--- src/rtl/div_pkg.sv ---
// Shared types and elaboration helpers for the sequential divider.
package div_pkg;

  typedef enum logic [2:0] {
    IDLE  = 3'd0,
    CHECK = 3'd1,
    ITER  = 3'd2,
    FIX   = 3'd3,
    DONE  = 3'd4
  } div_state_t;

  function automatic logic [31:0] min_neg(int w);
    return 32'h1 << (w - 1);
  endfunction

  function automatic int cnt_width(int w);
    return $clog2(w);
  endfunction

endpackage

--- src/rtl/seq_divider_if.sv ---
// Request/result bundle between a divider client and the divider.
interface seq_divider_if #(
  parameter int WIDTH = 8
);
  logic             start;
  logic             signed_mode;
  logic [WIDTH-1:0] dividend;
  logic [WIDTH-1:0] divisor;
  logic             busy;
  logic             valid;
  logic [WIDTH-1:0] quotient;
  logic [WIDTH-1:0] remainder;
  logic             dvz;
  logic             ovf;

  modport master (
    output start, signed_mode, dividend, divisor,
    input  busy, valid, quotient, remainder, dvz, ovf
  );

  modport slave (
    input  start, signed_mode, dividend, divisor,
    output busy, valid, quotient, remainder, dvz, ovf
  );
endinterface

--- src/rtl/seq_divider_dp.sv ---
// Restoring divide datapath: magnitude load, one quotient bit per
// iterate strobe, and sign correction of the result.
module seq_divider_dp #(
  parameter int WIDTH = 8
) (
  input  logic             clk,
  input  logic             rst,
  input  logic             load_i,
  input  logic             iter_i,
  input  logic             fix_i,
  input  logic             signed_i,
  input  logic [WIDTH-1:0] dividend_i,
  input  logic [WIDTH-1:0] divisor_i,
  output logic [WIDTH-1:0] quo_o,
  output logic [WIDTH-1:0] rem_o
);
  logic [WIDTH:0]   rem_q;
  logic [WIDTH-1:0] quo_q;
  logic [WIDTH-1:0] dsr_q;
  logic             negq_q;
  logic             negr_q;

  logic             a_neg;
  logic             b_neg;
  logic [WIDTH-1:0] mag_a;
  logic [WIDTH-1:0] mag_b;
  logic [WIDTH+1:0] shifted;
  logic [WIDTH+1:0] diff;
  logic             ge;

  always_comb begin
    a_neg   = signed_i & dividend_i[WIDTH-1];
    b_neg   = signed_i & divisor_i[WIDTH-1];
    mag_a   = a_neg ? -dividend_i : dividend_i;
    mag_b   = b_neg ? -divisor_i : divisor_i;
    shifted = {rem_q, quo_q[WIDTH-1]};
    // Extra top bit acts as the borrow of the trial subtraction
    diff    = shifted - {2'b00, dsr_q};
    ge      = ~diff[WIDTH+1];
  end

  always_ff @(posedge clk or posedge rst) begin
    if (rst) begin
      rem_q  <= '0;
      quo_q  <= '0;
      dsr_q  <= '0;
      negq_q <= 1'b0;
      negr_q <= 1'b0;
    end else if (load_i) begin
      rem_q  <= '0;
      quo_q  <= mag_a;
      dsr_q  <= mag_b;
      negq_q <= a_neg ^ b_neg;
      negr_q <= a_neg;
    end else if (iter_i) begin
      rem_q <= ge ? diff[WIDTH:0] : shifted[WIDTH:0];
      quo_q <= {quo_q[WIDTH-2:0], ge};
    end
  end

  always_comb begin
    quo_o = quo_q;
    rem_o = rem_q[WIDTH-1:0];
    if (fix_i && negq_q) quo_o = -quo_q;
    if (fix_i && negr_q) rem_o = -rem_q[WIDTH-1:0];
  end
endmodule

--- src/rtl/seq_divider.sv ---
// Sequential restoring divider: control FSM, iteration counter and
// held result registers around the shift/subtract datapath.
module seq_divider
  import div_pkg::*;
#(
  parameter int WIDTH = 8
) (
  input logic         clk,
  input logic         rst,
  seq_divider_if.slave bus
);
  localparam int CW = cnt_width(WIDTH);
  localparam logic [WIDTH-1:0] MIN_NEG = WIDTH'(min_neg(WIDTH));
  localparam logic [CW-1:0]    LAST    = CW'(WIDTH - 1);

  div_state_t       state_q;
  logic [CW-1:0]    cnt_q;
  logic [WIDTH-1:0] a_q;
  logic [WIDTH-1:0] b_q;
  logic             sm_q;
  logic             busy_q;
  logic             valid_q;
  logic [WIDTH-1:0] quo_q;
  logic [WIDTH-1:0] rem_q;
  logic             dvz_q;
  logic             ovf_q;

  logic             is_zero;
  logic             is_ovf;
  logic [WIDTH-1:0] dp_quo;
  logic [WIDTH-1:0] dp_rem;

  assign is_zero = (b_q == '0);
  assign is_ovf  = sm_q && (a_q == MIN_NEG) && (&b_q);

  seq_divider_dp #(.WIDTH(WIDTH)) u_dp (
    .clk       (clk),
    .rst       (rst),
    .load_i    ((state_q == CHECK) && !is_zero && !is_ovf),
    .iter_i    (state_q == ITER),
    .fix_i     (state_q == FIX),
    .signed_i  (sm_q),
    .dividend_i(a_q),
    .divisor_i (b_q),
    .quo_o     (dp_quo),
    .rem_o     (dp_rem)
  );

  always_ff @(posedge clk or posedge rst) begin
    if (rst) begin
      state_q <= IDLE;
      cnt_q   <= '0;
      a_q     <= '0;
      b_q     <= '0;
      sm_q    <= 1'b0;
      busy_q  <= 1'b0;
      valid_q <= 1'b0;
      quo_q   <= '0;
      rem_q   <= '0;
      dvz_q   <= 1'b0;
      ovf_q   <= 1'b0;
    end else begin
      unique case (state_q)
        IDLE: if (bus.start) begin
          a_q     <= bus.dividend;
          b_q     <= bus.divisor;
          sm_q    <= bus.signed_mode;
          busy_q  <= 1'b1;
          state_q <= CHECK;
        end
        CHECK: begin
          if (is_zero) begin
            quo_q   <= '1;
            rem_q   <= a_q;
            dvz_q   <= 1'b1;
            ovf_q   <= 1'b0;
            valid_q <= 1'b1;
            state_q <= DONE;
          end else if (is_ovf) begin
            quo_q   <= MIN_NEG;
            rem_q   <= '0;
            dvz_q   <= 1'b0;
            ovf_q   <= 1'b1;
            valid_q <= 1'b1;
            state_q <= DONE;
          end else begin
            cnt_q   <= '0;
            state_q <= ITER;
          end
        end
        ITER: begin
          cnt_q <= cnt_q + CW'(1);
          if (cnt_q == LAST) state_q <= FIX;
        end
        FIX: begin
          quo_q   <= dp_quo;
          rem_q   <= dp_rem;
          dvz_q   <= 1'b0;
          ovf_q   <= 1'b0;
          valid_q <= 1'b1;
          state_q <= DONE;
        end
        DONE: begin
          valid_q <= 1'b0;
          busy_q  <= 1'b0;
          state_q <= IDLE;
        end
        default: state_q <= IDLE;
      endcase
    end
  end

  assign bus.busy      = busy_q;
  assign bus.valid     = valid_q;
  assign bus.quotient  = quo_q;
  assign bus.remainder = rem_q;
  assign bus.dvz       = dvz_q;
  assign bus.ovf       = ovf_q;
endmodule

--- src/flat_wrapper.sv ---
// flat-port wrapper written by rule: the top's interface ports become plain ports
module seq_divider_flat import div_pkg::*;
#(
  parameter int WIDTH = 8
)
  (clk, rst, bus_start, bus_signed_mode, bus_dividend, bus_divisor, bus_busy, bus_valid, bus_quotient, bus_remainder, bus_dvz, bus_ovf);
  seq_divider_if #(.WIDTH(WIDTH)) bus_i ();
  input logic clk;
  input logic rst;
  input wire logic [$bits(bus_i.start)-1:0] bus_start;
  input wire logic [$bits(bus_i.signed_mode)-1:0] bus_signed_mode;
  input wire logic [$bits(bus_i.dividend)-1:0] bus_dividend;
  input wire logic [$bits(bus_i.divisor)-1:0] bus_divisor;
  output wire logic [$bits(bus_i.busy)-1:0] bus_busy;
  output wire logic [$bits(bus_i.valid)-1:0] bus_valid;
  output wire logic [$bits(bus_i.quotient)-1:0] bus_quotient;
  output wire logic [$bits(bus_i.remainder)-1:0] bus_remainder;
  output wire logic [$bits(bus_i.dvz)-1:0] bus_dvz;
  output wire logic [$bits(bus_i.ovf)-1:0] bus_ovf;
  assign bus_i.start = bus_start;
  assign bus_i.signed_mode = bus_signed_mode;
  assign bus_i.dividend = bus_dividend;
  assign bus_i.divisor = bus_divisor;
  assign bus_busy = bus_i.busy;
  assign bus_valid = bus_i.valid;
  assign bus_quotient = bus_i.quotient;
  assign bus_remainder = bus_i.remainder;
  assign bus_dvz = bus_i.dvz;
  assign bus_ovf = bus_i.ovf;
  seq_divider #(.WIDTH(WIDTH)) u_core (.clk(clk), .rst(rst), .bus(bus_i));
endmodule
--- config.mk ---
export PLATFORM = sky130hd
export DESIGN_NAME = seq_divider_flat
export DESIGN_NICKNAME = d
export VERILOG_FILES = /design/src/rtl/div_pkg.sv /design/src/rtl/seq_divider_if.sv /design/src/rtl/seq_divider_dp.sv /design/src/rtl/seq_divider.sv /design/src/flat_wrapper.sv
export SDC_FILE = /design/constraint.sdc
export NUM_CORES = 1
export LEC_CHECK = 0
export ABC_CLOCK_PERIOD_IN_PS = 6100
export CAP_MARGIN = 20
export CORE_MARGIN = 2
export CORE_UTILIZATION = 40
export CTS_BUF_LIST = sky130_fd_sc_hd__clkbuf_16
export CTS_CLUSTER_SIZE = 20
export DETAILED_ROUTE_END_ITERATION = 10
export SLEW_MARGIN = 5
export SYNTH_ARGS = -nofsm -noshare
export SYNTH_HDL_FRONTEND = slang
export SYNTH_SLANG_ARGS = --single-unit
--- constraint.sdc ---
create_clock -name clk -period 6.1 [get_ports clk]
set_input_delay 1.22 -clock clk [delete_from_list [all_inputs] [get_ports clk]]
set_output_delay 1.22 -clock clk [all_outputs]
set_load 0.1 [all_outputs]
; ---- Word level (Yosys, flattened, before mapping)
; Cells that the tools add are included.
[word_totals]
reg_bits = 70
latchBits = 0
ramBits = 0
rom_bits = 0
in_bits = 20
output_inout_bits = 20
word_cells = 92
mem_count = 0
[op_classes]
add_sub_neg = 6
n_mul = 0
n_div = 0
n_lt_le_gt_ge = 0
eq_ne = 11
n_shift = 0
mux = 33
bitwise_logic = 4
reduce_logical = 22
[op_table]
columns = operator, count
row1 = $mux 8, 10
row2 = $neg 8->8, 4
row3 = $pmux 8 s2, 2
row4 = $mux 9, 3
row5 = $mux 3, 6
row6 = $pmux 3 s4, 1
row7 = $reduce_and 2->1, 5
row8 = $sub 10x8->10, 1
row9 = $eq 8x8->1 const B, 1
row10 = $logic_not 8->1, 1
row11 = $reduce_and 8->1, 1
row12 = $reduce_bool 2->1, 4
row13 = $eq 3x2->1 const B, 2
row14 = $eq 3x3->1 const B, 2
row15 = $logic_and 1x1->1, 6
row16 = $mux 1, 6
row17 = $ne 2x2->1 const B, 3
row18 = $pmux 1 s2, 3
row19 = $pmux 3 s2, 1
row20 = $add 3x1->3 const B, 1
row21 = $eq 3x1->1 const B, 1
row22 = $logic_not 3->1, 1
row23 = $ne 3x1->1 const B, 1
row24 = $pmux 1 s3, 1
row25 = other kinds (7), 9

; ---- Logic depth before layout (Yosys ltp)
[logic_depth]
ltp_word = 6
ltp_mapped = 10
mapped_depth_nobuf = 10

; ---- Cells and area by module
; A second synthesis with hierarchy kept.
[hier_totals]
cells_unflattened = 411
area_unflattened_um2 = 4172.8
[by_module_without_submodules]
columns = module, n_inst, cells_per_inst, area_each_um2, seq_area_each_um2
row1 = seq_divider_dp, 1, 259, 2198.4, 675.6
row2 = seq_divider, 1, 152, 1974.4, 1076.0

; ---- Worst setup path before layout
; Ideal clock, no wire load.
[synth_path]
kind = input-to-reg
start = in bus_start
end = reg u_core.a_q[2]
setup_time_ns = 0.125
arrival_time_ns = 2.165
t_required_ns = 5.975
path_slack_ns = 3.810
stages = 4
path_buffers = 1
path_cell_list = nand2_1 -> nor2_1 -> clkbuf_1 -> mux2_2
[synth_between]
elab_chain_cells = 1
[synth_rtl]
columns = element, line_no
row1 = start: declaration, flat_wrapper.sv:10  ; input wire logic [$bits(bus_i.start)-1:0] bus_start;
row2 = $reduce_and 2->1 (no line), -
row3 = end signal: assignment, seq_divider.sv:65  ; a_q <= bus.dividend;
row4 = end: declaration, seq_divider.sv:18  ; logic [WIDTH-1:0] a_q;
; Every way passes these cells.
; A chain may end at the register's enable or synchronous reset.

; ---- Worst setup path after layout
[layout_path]
start = reg u_core.busy_q, in the netlist u_core.bus.busy
end = out bus_busy
[layout_rtl]
columns = element, line_no
row1 = start: declaration, seq_divider.sv:21  ; logic busy_q;
row2 = start signal: assignment, seq_divider.sv:56  ; busy_q <= 1'b0;
row3 = start signal: assignment, seq_divider.sv:68  ; busy_q <= 1'b1;
row4 = start signal: assignment, seq_divider.sv:105  ; busy_q <= 1'b0;
row5 = end: declaration, flat_wrapper.sv:14  ; output wire logic [$bits(bus_i.busy)-1:0] bus_busy;
; No word-level cell between the ends.

==> impl_results.md <==
- Status: completed
- Gate power share: 51.9%
- DR vias/cell: 5.312
- Min-delay worst type: flip-flop to flip-flop
- Grt ovf: 0
- # setup viols final: 0
- Maximum fanout along the worst path: 2
- Iter 0 DRT Violations: 156
- Cells after Synth: 407
- Worst path max stage delay: 1.14 ns
- RSZ-0062 raised after global routing: false
- Sequential fraction of the synthesis area: 44.97%
- Clock Power Share: 18.3%
- Starting Density: 40.60%
- Htree depth: 3
- Fin area: 4687 um2
- Post-CTS setup buffer count: 0
- FF-to-FF Start: u_core.b_q[0]
- Crit. End Element: output port
- Largest net degree at the start of global routing: 38
- Clk slew on worst S/H paths: 0.06 ns
- Synthesized cell area: 3895 um2
- Nets: 476
- Max-cap violations: 0
- Clk sinks: 70
- Final period util: 50.02%
- Multi-input logic area: 1951 um2
- Commonest cells post-synth: dfrtp_1, nand2_1, nor2_1, o21ai_0
- DIE WIDTH: 102.7 um
- Number of global-route vias before repair: 2959
- Worst-path cell chain: clkdlybuf4s50_1
- Slew Viols, Final: 0
- Max frequency: 0.3278 GHz
- I/O Pins: 40
- Syn nets: 443
- Synth Flop Type: dfrtp_1
- Initial antenna violation count: 0
- Setup tns final: 0 ns
- PortBufs: 39
- Layout cell share with drive strength beyond 1: 8.784%
- Max Root-Sink Buffers: 2
- Seq cells post-synth: 70
- Seq pwr share: 29.9%
- Hold Buf Count CTS: 0
- Antenna-violating nets left: 0
- Critical-path top delay cell: clkdlybuf4s50_1
- Worst-Margin Slew: 1.094 ns
- Critical path's top delay family: buffers and inverters
- Post-CTS resize count: 0
- Slew headroom: 27.04%
- Net Sw Frac: 47.02%
- Arrival @ worst endpoint: 1.83 ns
- Startpoint Class: flip-flop
- Die Ht: 102.7 um
- Final WL: 8.889 mm
- Reg2reg end: u_core.u_dp.quo_q[5]
- Core Box Area: 9594 um2
- Yosys top cell by area: dfrtp_1
- R2R setup slack: 3.12 ns
- Int Pwr: 0.001604 W
- CP Buf/Inv Count: 1
- Pre-antenna DRT Iters: 4
- Hold Crit Start: u_core.bus.dvz
- Ranking of synthesized cells by area: dfrtp_1, nand2_1, ha_1
- Net Sw Power: 0.001424 W
- Number of diodes: 0
- DR vias: 3065
- Area of placed instances: 4375 um2
- FFs w/ async S/R, synth: 100.0%
- Die area: 10540 um2
- CTS buffer count: 9
- YS warnings: 0
- Synth top area share: 44.97%
- Top-count cell post-synth: dfrtp_1
- Synth unique cells: 52
- Worst skew pair latency: 0.33 ns
- Residual DRC: 0
- P&R area growth vs syn: 20.33%
- FILL cells: 930
- Final Hold Vio Count: 0
- Synthesized area per cell: 9.570 um2
- Rows: 36
- Crit path time final: 3.051 ns
- Post-synth EDFFs: 0
- VDD IR max: 0.2646 mV
- Register area: 1752 um2
- CP Class: flip-flop to output port
- GRT Total Usage: 18.19%
- Worst reg2reg path depth: 9
- PD cells: 645.9 nW/um2
- Clock skew: 0.01002 ns
- HPWL Detailed: 6.600 mm
- TritonCTS clock tree: done
- RD Place Congestion: 0.8422
- Clk root buf: clkbuf_16
- Hold path endpoint: u_core.bus.dvz
- Leakage power: 2.025 nW
- Min-Delay Path Depth: 1
- Post-DR wirelength/cell: 15.41 um
- WP data required: 4.88 ns
- First-pass GRT wire length: 14.81 mm
-- layer usage --
| metal | track usage [%] | up-vias | part of all wire (%) |
|---|---|---|---|
| met1 | 25.22 | 1481 | 48 |
| met4 | 4.821 | 0 | 0.96 |
| met3 | 3.932 | 8 | 3.8 |
| met2 | 29.01 | 71 | 47 |
| li1 | - | 1505 | - |
| met5 | 0 | - | 0 |
-- cells in the final DEF, fill, tap and decap left out, types with 2 or more instances in the layout --
| cell type | count |
|---|---|
| a21boi_0 | 2 |
| a21o_1 | 3 |
| a21oi_1 | 21 |
| a221o_1 | 8 |
| a22o_1 | 2 |
| a22oi_1 | 2 |
| a2bb2oi_1 | 3 |
| a32oi_1 | 2 |
| and2_1 | 5 |
| buf_4 | 4 |
| bufinv_16 | 2 |
| clkbuf_16 | 9 |
| clkdlybuf4s50_1 | 39 |
| clkinv_2 | 2 |
| dfrtp_1 | 70 |
| ha_1 | 15 |
| inv_1 | 20 |
| inv_2 | 3 |
| mux2_2 | 12 |
| mux2i_1 | 8 |
| nand2_1 | 54 |
| nand2b_1 | 2 |
| nand3_1 | 7 |
| nor2_1 | 27 |
| nor2b_1 | 3 |
| nor3_1 | 12 |
| nor3b_1 | 2 |
| o21a_1 | 3 |
| o21ai_0 | 27 |
| o21ai_1 | 4 |
| o221ai_1 | 8 |
| o22ai_1 | 2 |
| o31ai_1 | 11 |
| or3_1 | 4 |
| xnor2_1 | 14 |
| xor2_1 | 13 |
-- worst register-to-register path, delay by kind of cell, from the launching register on --
kind,cells,cell delay [ns]
fa+ha+maj,1,0.19
flops,1,0.40
compound gates,3,0.68
simple gates,2,1.07
buf+inv,3,0.54
-- registers in the layout, summed over array words and instances, names as in the netlist --
signal                flops
u_core.cnt_q              3
u_core.u_dp.rem_q         9
u_core.state_q            3
u_core.a_q                8
u_core.u_dp.dsr_q         8
u_core.bus.dvz            1
u_core.u_dp.negr_q        1
u_core.u_dp.quo_q         8
u_core.u_dp.negq_q        1
u_core.b_q                8
u_core.bus.remainder      8
u_core.bus.busy           1
u_core.bus.ovf            1
u_core.bus.valid          1
u_core.bus.quotient       8
u_core.sm_q               1
-- worst max-delay path by stage --
stage | cells past startpoint | endpoint | from | slack [ns]
floorplan | 1 | u_core.a_q[0] | rst | 3.11
global placement | 9 | u_core.u_dp.quo_q[7] | u_core.b_q[0] | 3.21
detailed placement | 9 | u_core.u_dp.quo_q[5] | u_core.b_q[0] | 3.15
CTS | 1 | bus_busy | u_core.bus.busy | 3.04
global route | 9 | u_core.u_dp.quo_q[5] | u_core.b_q[0] | 2.89
finish | 1 | bus_busy | u_core.bus.busy | 3.05
-- power groups by stage --
stage	combinational (W)	clock, W	sequential (W)
6_report	0.00157	0.000553	0.000904
5_1_grt	0.00173	0.000585	0.000936
4_1_cts	0.00158	0.000567	0.000901
3_5_place_dp	0.00157	0	0.000907
3_3_place_gp	0.00155	0	0.000903
2_1_floorplan	0.000972	0	0.00115
-- final cells by class --
type / count / share of cell area, %
multi-input cells: 293 / 41.62
flip-flops and latches: 70 / 37.37
repair buffers: 43 / 8.970
clock buffers: 9 / 4.805
well taps: 133 / 3.550
clock inverters: 6 / 1.842
inverters: 23 / 1.842
-- cells by family (layout without fill, tap and decap cells) --
logic type,count (synthesis),after routing,synth area share [%]
xor gates and xnor gates,27,27,6.071
muxes,20,20,5.525
and+or+nand+nor,122,122,14.13
adders and majority gates,16,16,5.332
DFF,70,70,44.97
AOI/OAI and AO/OA,108,108,19.02
buffers and inverters,44,81,4.947
-- through the flow --
stage | utilization, % | hold WS [ns] | total power (W) | instances | setup slack [ns]
3_3_place_gp | 45.61 | 0.4618 | 0.002450 | 562 | 3.214
2_1_floorplan | - | 0.4498 | 0.002120 | 407 | 3.112
4_1_cts | 48.85 | 0.4796 | 0.003044 | 577 | 3.042
3_5_place_dp | 45.61 | 0.4658 | 0.002475 | 562 | 3.155
5_1_grt | 48.85 | 0.4952 | 0.003247 | 577 | 2.895
6_report | 48.85 | 0.4743 | 0.003028 | 577 | 3.049
No activity file was read; power rests on OpenSTA's default activity.
